[src/rtl/mem_arbiter.sv]
// Two-port (fetch / load-store) arbiter in front of one single-outstanding memory port.
// Optional round-robin conflict resolution is enabled by defining MEM_ARBITER_RR_EN.
module mem_arbiter #(
    parameter int ADDR_W = 64,
    parameter int DATA_W = 64
) (
    input  logic                clk_i,
    input  logic                rst_ni,

    input  logic                if_req_valid_i,
    output logic                if_req_ready_o,
    input  logic [ADDR_W-1:0]   if_addr_i,
    output logic                if_rsp_valid_o,
    output logic [DATA_W-1:0]   if_rdata_o,

    input  logic                ls_req_valid_i,
    output logic                ls_req_ready_o,
    input  logic [ADDR_W-1:0]   ls_addr_i,
    input  logic                ls_wen_i,
    input  logic [DATA_W-1:0]   ls_wdata_i,
    input  logic [DATA_W/8-1:0] ls_wmask_i,
    output logic                ls_rsp_valid_o,
    output logic [DATA_W-1:0]   ls_rdata_o,

    output logic                mem_req_valid_o,
    input  logic                mem_req_ready_i,
    output logic [ADDR_W-1:0]   mem_addr_o,
    output logic                mem_wen_o,
    output logic [DATA_W-1:0]   mem_wdata_o,
    output logic [DATA_W/8-1:0] mem_wmask_o,
    input  logic                mem_rsp_valid_i,
    input  logic [DATA_W-1:0]   mem_rdata_i,

    output logic                busy_o,
    output logic                err_spurious_o
);

    localparam int MASK_W = DATA_W / 8;

    typedef enum logic [1:0] {
        ST_IDLE,
        ST_REQ,
        ST_RESP
    } state_e;

    typedef enum logic {
        OWN_IF,
        OWN_LS
    } owner_e;

    state_e              state_q;
    owner_e              owner_q;
    logic [ADDR_W-1:0]   addr_q;
    logic                wen_q;
    logic [DATA_W-1:0]   wdata_q;
    logic [MASK_W-1:0]   wmask_q;
    logic                busy_q;
    logic                mem_req_valid_q;
    logic                err_q;
`ifdef MEM_ARBITER_RR_EN
    owner_e              last_grant_q;
`endif

    logic                grant_valid;
    logic                ls_wins;
    owner_e              owner_d;
    logic [ADDR_W-1:0]   addr_d;
    logic                wen_d;
    logic [DATA_W-1:0]   wdata_d;
    logic [MASK_W-1:0]   wmask_d;
    logic                rsp_fire;

    // NOTE: every signal gets a default at the top of always_comb so no path leaves it unassigned (no latch).
    always_comb begin
        grant_valid = 1'b0;
        ls_wins     = 1'b0;
        // Ready is gated by reset so no output can rise while rst_ni is low.
        if (rst_ni && (state_q == ST_IDLE)) begin
            grant_valid = if_req_valid_i || ls_req_valid_i;
`ifdef MEM_ARBITER_RR_EN
            ls_wins = ls_req_valid_i && (!if_req_valid_i || (last_grant_q == OWN_IF));
`else
            ls_wins = ls_req_valid_i;
`endif
        end

        owner_d = ls_wins ? OWN_LS : OWN_IF;
        addr_d  = ls_wins ? ls_addr_i : if_addr_i;
        wen_d   = ls_wins && ls_wen_i;
        wdata_d = ls_wins ? ls_wdata_i : '0;
        wmask_d = ls_wins ? ls_wmask_i : '0;
    end

    assign rsp_fire = (state_q == ST_RESP) && mem_rsp_valid_i;

    // NOTE: sequential state uses non-blocking assignments so all registers update from pre-edge values.
    always_ff @(posedge clk_i or negedge rst_ni) begin
        if (!rst_ni) begin
            state_q         <= ST_IDLE;
            owner_q         <= OWN_IF;
            addr_q          <= '0;
            wen_q           <= 1'b0;
            wdata_q         <= '0;
            wmask_q         <= '0;
            busy_q          <= 1'b0;
            mem_req_valid_q <= 1'b0;
            err_q           <= 1'b0;
`ifdef MEM_ARBITER_RR_EN
            last_grant_q    <= OWN_LS;
`endif
        end else begin
            // Any response outside RESP has no owner; flag it until the next reset.
            if (mem_rsp_valid_i && (state_q != ST_RESP)) begin
                err_q <= 1'b1;
            end

            case (state_q)
                ST_IDLE: begin
                    if (grant_valid) begin
                        state_q         <= ST_REQ;
                        owner_q         <= owner_d;
                        addr_q          <= addr_d;
                        wen_q           <= wen_d;
                        wdata_q         <= wdata_d;
                        wmask_q         <= wmask_d;
                        busy_q          <= 1'b1;
                        mem_req_valid_q <= 1'b1;
`ifdef MEM_ARBITER_RR_EN
                        last_grant_q    <= owner_d;
`endif
                    end
                end
                ST_REQ: begin
                    if (mem_req_valid_q && mem_req_ready_i) begin
                        state_q         <= ST_RESP;
                        mem_req_valid_q <= 1'b0;
                    end
                end
                ST_RESP: begin
                    if (mem_rsp_valid_i) begin
                        state_q <= ST_IDLE;
                        busy_q  <= 1'b0;
                    end
                end
                default: begin
                    state_q         <= ST_IDLE;
                    busy_q          <= 1'b0;
                    mem_req_valid_q <= 1'b0;
                end
            endcase
        end
    end

    assign if_req_ready_o  = grant_valid && !ls_wins;
    assign ls_req_ready_o  = grant_valid && ls_wins;

    assign if_rsp_valid_o  = rsp_fire && (owner_q == OWN_IF);
    assign ls_rsp_valid_o  = rsp_fire && (owner_q == OWN_LS);
    assign if_rdata_o      = if_rsp_valid_o ? mem_rdata_i : '0;
    assign ls_rdata_o      = ls_rsp_valid_o ? mem_rdata_i : '0;

    assign mem_req_valid_o = mem_req_valid_q;
    assign mem_addr_o      = addr_q;
    assign mem_wen_o       = wen_q;
    assign mem_wdata_o     = wdata_q;
    assign mem_wmask_o     = wmask_q;

    assign busy_o          = busy_q;
    assign err_spurious_o  = err_q;

endmodule

[config.mk]
export PLATFORM = sky130hd
export DESIGN_NAME = mem_arbiter
export DESIGN_NICKNAME = d
export VERILOG_FILES = /design/src/rtl/mem_arbiter.sv
export SDC_FILE = /design/constraint.sdc
export NUM_CORES = 1
export LEC_CHECK = 0
export ABC_AREA = 0
export BUFFER_PORTS_ARGS = -buffer_cell sky130_fd_sc_hd__buf_2
export CAP_MARGIN = 25
export CORE_AREA = 3 3 210 212
export DETAILED_ROUTE_END_ITERATION = 12
export DIE_AREA = 0 0 213 215
export HOLD_SLACK_MARGIN = 0.03
export PLACE_DENSITY = 0.41
export SLEW_MARGIN = 10
export SYNTH_ARGS = -nofsm -noshare
export SYNTH_HDL_FRONTEND = slang
export SYNTH_SLANG_ARGS = --single-unit
[constraint.sdc]
create_clock -name clk_i -period 3.1 [get_ports clk_i]
set_clock_uncertainty 0.15 [all_clocks]
set_input_delay 0.465 -clock clk_i [delete_from_list [all_inputs] [get_ports clk_i]]
set_output_delay 0.465 -clock clk_i [all_outputs]
set_load 0.1 [all_outputs]
==> results of run 1 <==
[per-layer routing]
layer	track usage	share of wire	vias up	wire (µm)
li1	-	-	3371	-
met1	0.1674	0.36	3509	13580
met2	0.2840	0.53	356	19780
met3	0.04900	0.071	73	2645
met4	0.07141	0.030	12	1127
met5	0	0.0027	-	99
[worst max-delay path, stage by stage]
cell	delay, ns
dlygate4sd3_1	0.60
buf_6	0.12
buf_4	0.40
and4bb_4	0.51
buf_12	0.22
[power by group]
| part | leakage, nW | switching (mW) | internal, mW | total, mW |
|---|---|---|---|---|
| clock | 0.278 | 0.894 | 1.15 | 2.04 |
| combinational | 3.90 | 8.31 | 1.69 | 10.0 |
| sequential | 1.75 | 0.592 | 2.72 | 3.31 |
[kinds of logic after synthesis]
kind of cell / after synthesis / synth area share
DFF: 143 / 0.5316
and+or+nand+nor: 211 / 0.1721
buffers and inverters: 67 / 0.04201
AOI/OAI and AO/OA: 206 / 0.2543
[through the flow]
step	worst slack (ns)	cells	power, mW	hold WS, ns	util
2_1_floorplan	0.2623	627	11.34	0.01941	-
3_3_place_gp	0.5974	1657	13.37	0.3284	0.2619
3_5_place_dp	0.5240	1657	13.39	0.3264	0.2619
4_1_cts	0.02299	1690	15.50	0.05745	0.2757
5_1_grt	0.0009168	1700	15.97	0.06910	0.2765
6_report	0.1545	1704	15.35	0.09255	0.2767
[cells in the final DEF, fill, tap and decap left out, types with 3 or more instances in the layout]
| cell | Yosys | final |
|---|---|---|
| buf_2 | 1 | 473 |
| dfrtp_1 | 143 | 143 |
| and2_1 | 128 | 128 |
| a22o_1 | 74 | 74 |
| buf_12 | 0 | 70 |
| nand2_1 | 68 | 68 |
| a32oi_1 | 63 | 63 |
| a22oi_1 | 63 | 63 |
| clkbuf_16 | 0 | 17 |
| diode_2 | 0 | 14 |
| buf_4 | 0 | 10 |
| inv_6 | 0 | 5 |
| clkinv_4 | 0 | 3 |
[what timing repair did]
action / CTS / global route
setup buffers: 0 / 0
hold endpoints to repair: 32 / 0
hold buffers: 1 / 0
endpoints found under the setup margin: 0 / 64
gates resized for setup: 0 / 2
[final cells by class]
| class | instances | area [µm²] |
|---|---|---|
| Antenna cell | 14 | 35.03 |
| Multi-Input combinational cell | 417 | 2909 |
| Sequential cell | 143 | 3578 |
| Clock inverter | 12 | 123.9 |
| Timing Repair Buffer | 557 | 3884 |
| Tap cell | 539 | 674.4 |
| Fill cell | 4560 | 30480 |
| Clock buffer | 20 | 446.7 |
| Inverter | 2 | 7.507 |
[flip-flops by register name, indices dropped and copies added (netlist names)]
register	cells
mem_req_valid_o	1
mem_wdata_o	64
owner_q	1
mem_wmask_o	8
busy_o	1
state_q	2
mem_addr_o	64
mem_wen_o	1
err_spurious_o	1
[path summary, 6_finish.rpt]
path / endpoint / slack [ns]
setup / recovery: ls_req_ready_o / 0.15
hold / removal: mem_wdata_o[29] / 0.09
setup reg to reg: mem_wdata_o[31] / 0.83
hold reg to reg: err_spurious_o / 0.33
max in group asynchronous: mem_addr_o[4] / 0.95
min in group asynchronous: mem_addr_o[32] / 0.56
==> results_dict.tcl, run 1 <==
set metrics [dict create \
    synth_fp_nets 898 \
    vias_per_cell 4.296 \
    cts_buffers 17 \
    setup-violations-final 0 \
    slew_viol_final 0 \
    arrival_ns 2.33 \
    crit_path_end_kind "primary output" \
    drt_first_pass_iters 5 \
    die_h_um 215 \
    worstSetupPathType "primary input to primary output" \
    final_antenna_net_count 0 \
    worst_pin_slew_ns 0.9109 \
    path_max_fanout 36 \
    hold_path_startpoint "ls_wdata_i[29]" \
    grt_pass1_vias 7483 \
    ys_ff_latch 143 \
    gr-total-overflow 0 \
    finalSetupTns_ns 0 \
    synth.avg_cell_area_um2 10.74 \
    dieArea_mm2 0.04580 \
    synth_top_cell_area_share 0.5316 \
    layout.nets 1409 \
    ys_top_cells_by_count "143 x dfrtp_1, 128 x and2_1, 74 x a22o_1" \
    synth_most_common_cell "dfrtp_1" \
    cap_violations 0 \
    cts_buffer_depth 2 \
    core_mm2 0.04213 \
    htreeDepth 4 \
    ys_seq_area_frac 0.5316 \
    clk_pin_slew_ns 0.07 \
    grt_usage 0.1578 \
    netlist_area_mm2 0.006731 \
    synth_enable_flop_cells 0 \
    routed_wl_mm 37.23 \
    cts.root.buffer_cell "clkbuf_16" \
    synth_area_leader_cell "dfrtp_1" \
    min_period_ns 2.945 \
    drt_iter0_markers 340 \
    grt_max_degree 86 \
    fin_area_mm2 0.01166 \
    cp_data_required_time_ns 2.48 \
    drc_errors 0 \
    yosys_warnings 0 \
    period_share 0.9502 \
    vdd_drop_max_v 0.0006644 \
    cts_num_sinks 143 \
    r2r_start "state_q[1]" \
    portBuffers 542 \
    crit_start "rst_ni" \
    clk_latency_ns 0.43 \
    crit_path_start_kind "primary input" \
    dp_hpwl_mm 29.06 \
    hold_viol_final 0 \
    r2r.worst_path.cells 4 \
    top_level_ports 543 \
    initial_core_util 0.1598 \
    dr_total_vias 7321 \
    leakage_nw 5.929 \
    wl_per_cell_um 21.85 \
    relSlewSlack 0.3928 \
    status "complete, no violations" \
    hp-class "primary input to flip-flop" \
    area_delta_synth_final_pct 73.20 \
    synth_cell_types 26 \
    powerDensity_mw_per_mm2 1317 \
    clock.fmax_mhz 339.5 \
    synth_cells 627 \
    ys.flop_type "dfrtp_1" \
    dieWidth_um 213 \
    antenna_found_initial 36 \
    synthArstFlopShare 1.000 \
    grt_pass1_wl_mm 52.79 \
    min_path_cells 2 \
    drive_gt1_frac 0.5161 \
    tritoncts "yes" \
    place_congestion 0.8272 \
    yosys-top-cells-area "dfrtp_1 53%, and2_1 12%, a22o_1 9.6%" \
    rows 75 \
    placed_cell_area_mm2 0.01104 \
    rsz0062_at_grt "no" \
]
Note: power is estimated with default switching activity, not from simulation.
==> inputs of run 2 (changes only) <==
- BUFFER_PORTS_ARGS: -buffer_cell sky130_fd_sc_hd__buf_2 -> not set
- CORE_AREA: 3 3 210 212 -> 3 3 213 215
- DIE_AREA: 0 0 213 215 -> 0 0 216 218
- DONT_BUFFER_PORTS: not set -> 1
- PLACE_DENSITY: 0.41 -> 0.3
==> run 2 against run 1 <==
The run now ends with hold timing left. Via count shrank 8.6%. Sequential power grew to 2.9 times the previous value. Cell count shrank 10%. Fmax grew 3.6%.
==> results_dict.tcl, run 2 (synthesis gave the netlist of run 1 again) <==
set metrics [dict create \
    status "finished with violations" \
    violations "hold timing" \
    setup_slack_ns 0.2581 \
    initial_core_util 0.1532 \
    leakage_nw 5.006 \
    cap_violations 0 \
    slew_viol_final 0 \
    cpPeakStageDelay_ns 0.59 \
    cts_resized 0 \
    arrival_ns 2.23 \
    path_delay_family "simple AND/OR/NAND/NOR gates" \
    cp_slowest_cell "or3b_4" \
    clock.fmax_mhz 351.9 \
    clk_pin_slew_ns 0.07 \
    final_antenna_net_count 0 \
    dieWidth_um 216 \
    powerDensity_mw_per_mm2 1316 \
    place_congestion 0.9011 \
    multi_input_area_mm2 0.002908 \
    worst_pin_slew_ns 1.022 \
    grt_max_degree 147 \
    drt_first_pass_iters 5 \
    antenna_found_initial 12 \
    r2r_start "state_q[1]" \
    cts.root.buffer_cell "clkbuf_16" \
    cp_data_required_time_ns 2.48 \
    critPathBufInv 1 \
    dp_slack_ns 0.6401 \
    cp_cell_sequence "or3b_4, or2_2, nor2_2, buf_12" \
    drt_iter0_markers 301 \
    cts_buffer_depth 2 \
    rows 77 \
    relSlewSlack 0.3189 \
    cts_num_sinks 143 \
    portBuffers 0 \
    grt_pass1_wl_mm 47.67 \
    hp-class "primary input to asynchronous set/reset pin" \
    period_share 0.9167 \
    cts_setup_buffers 0 \
    grt_usage 0.1359 \
    htreeDepth 4 \
    fill_cells 4656 \
    r2r_setup_slack_ns 0.42 \
    cts_buffers 17 \
    vias_per_cell 4.370 \
    fin_total_pwr_mw 15.14 \
    setup-violations-final 0 \
    mostFrequentLayoutCell "dlygate4sd3_1" \
    r2r-end "mem_addr_o[52]" \
    clk_latency_ns 0.44 \
    wl_per_cell_um 21.83 \
    area_delta_synth_final_pct 70.89 \
    gr-total-overflow 0 \
    tritoncts "yes" \
    hold_ws_ns -0.4327 \
    core_mm2 0.04393 \
    r2r.worst_path.cells 5 \
    vdd_drop_max_v 0.0007286 \
    hold_viol_final 143 \
    routed_wl_mm 33.42 \
    regArea_mm2 0.003578 \
    final_cell_mix "196 x dlygate4sd3_1, 143 x dfrtp_1, 128 x and2_1" \
    drive_gt1_frac 0.1964 \
    grt_pass1_vias 6955 \
    worstSetupPathType "flip-flop to primary output" \
    rsz0062_at_grt "no" \
    layout.nets 1190 \
    crit_path_start_kind "flip-flop" \
    min_period_ns 2.842 \
    dr_total_vias 6691 \
    die_h_um 218 \
    ctsHoldBuffers 196 \
    path_max_fanout 19 \
    dp_hpwl_mm 24.52 \
    crit_path_end_kind "primary output" \
    drc_errors 0 \
    top_level_ports 543 \
    dieArea_mm2 0.04709 \
    finalSetupTns_ns 0 \
]
[run 2: final cells by class]
| class | count | share of cell area |
|---|---|---|
| timing repair buffer | 338 | 0.3180 |
| sequential | 143 | 0.3111 |
| multi-input combinational | 417 | 0.2528 |
| tap | 592 | 0.06439 |
| clock buffer | 17 | 0.03698 |
| clock inverter | 15 | 0.01457 |
| antenna | 7 | 0.001523 |
| inverter | 2 | 0.0006526 |
[run 2: worst register-to-register path, stage by stage (launching register included)]
cell and delay [ns]:
dfrtp_1 0.49, or3b_4 0.59, buf_4 0.34, a22oi_1 0.35
nand2_1 0.08, dlygate4sd3_1 0.56
[run 2: where the power goes]
group	internal, mW	total [mW]	switching (mW)
Combinational	1.73	3.49	1.76
Clock	1.09	2.11	1.02
Sequential	2.56	9.54	6.98
Total	5.38	15.1	9.76
[run 2: worst max path at each step]
stage | startpoint | end | cells after the start
after floorplan | state_q[1] | if_req_ready_o | 6
after global placement | state_q[1] | if_req_ready_o | 4
after detailed placement | state_q[1] | mem_wdata_o[29] | 4
after CTS | state_q[1] | if_req_ready_o | 4
after global routing | state_q[1] | ls_rdata_o[19] | 4
final | state_q[1] | if_req_ready_o | 4
[run 2: stage by stage]
step | area, µm² | utilization | instances
floorplan | 6736 | - | 627
global placement | 8931 | 0.2033 | 1296
global route | 11500 | 0.2618 | 1531
detailed placement | 8931 | 0.2033 | 1296
finish | 11500 | 0.2618 | 1531
CTS | 11490 | 0.2614 | 1524
[run 2: layer usage]
| layer | part of all wire | up-vias | wire [µm] | global-route usage |
|---|---|---|---|---|
| met5 | 0.00039 | - | 13 | 0 |
| met4 | 0.022 | 2 | 726 | 0.03983 |
| met3 | 0.097 | 62 | 3248 | 0.04974 |
| met2 | 0.56 | 449 | 18590 | 0.2676 |
| met1 | 0.32 | 3265 | 10840 | 0.1318 |
| li1 | - | 2913 | - | - |
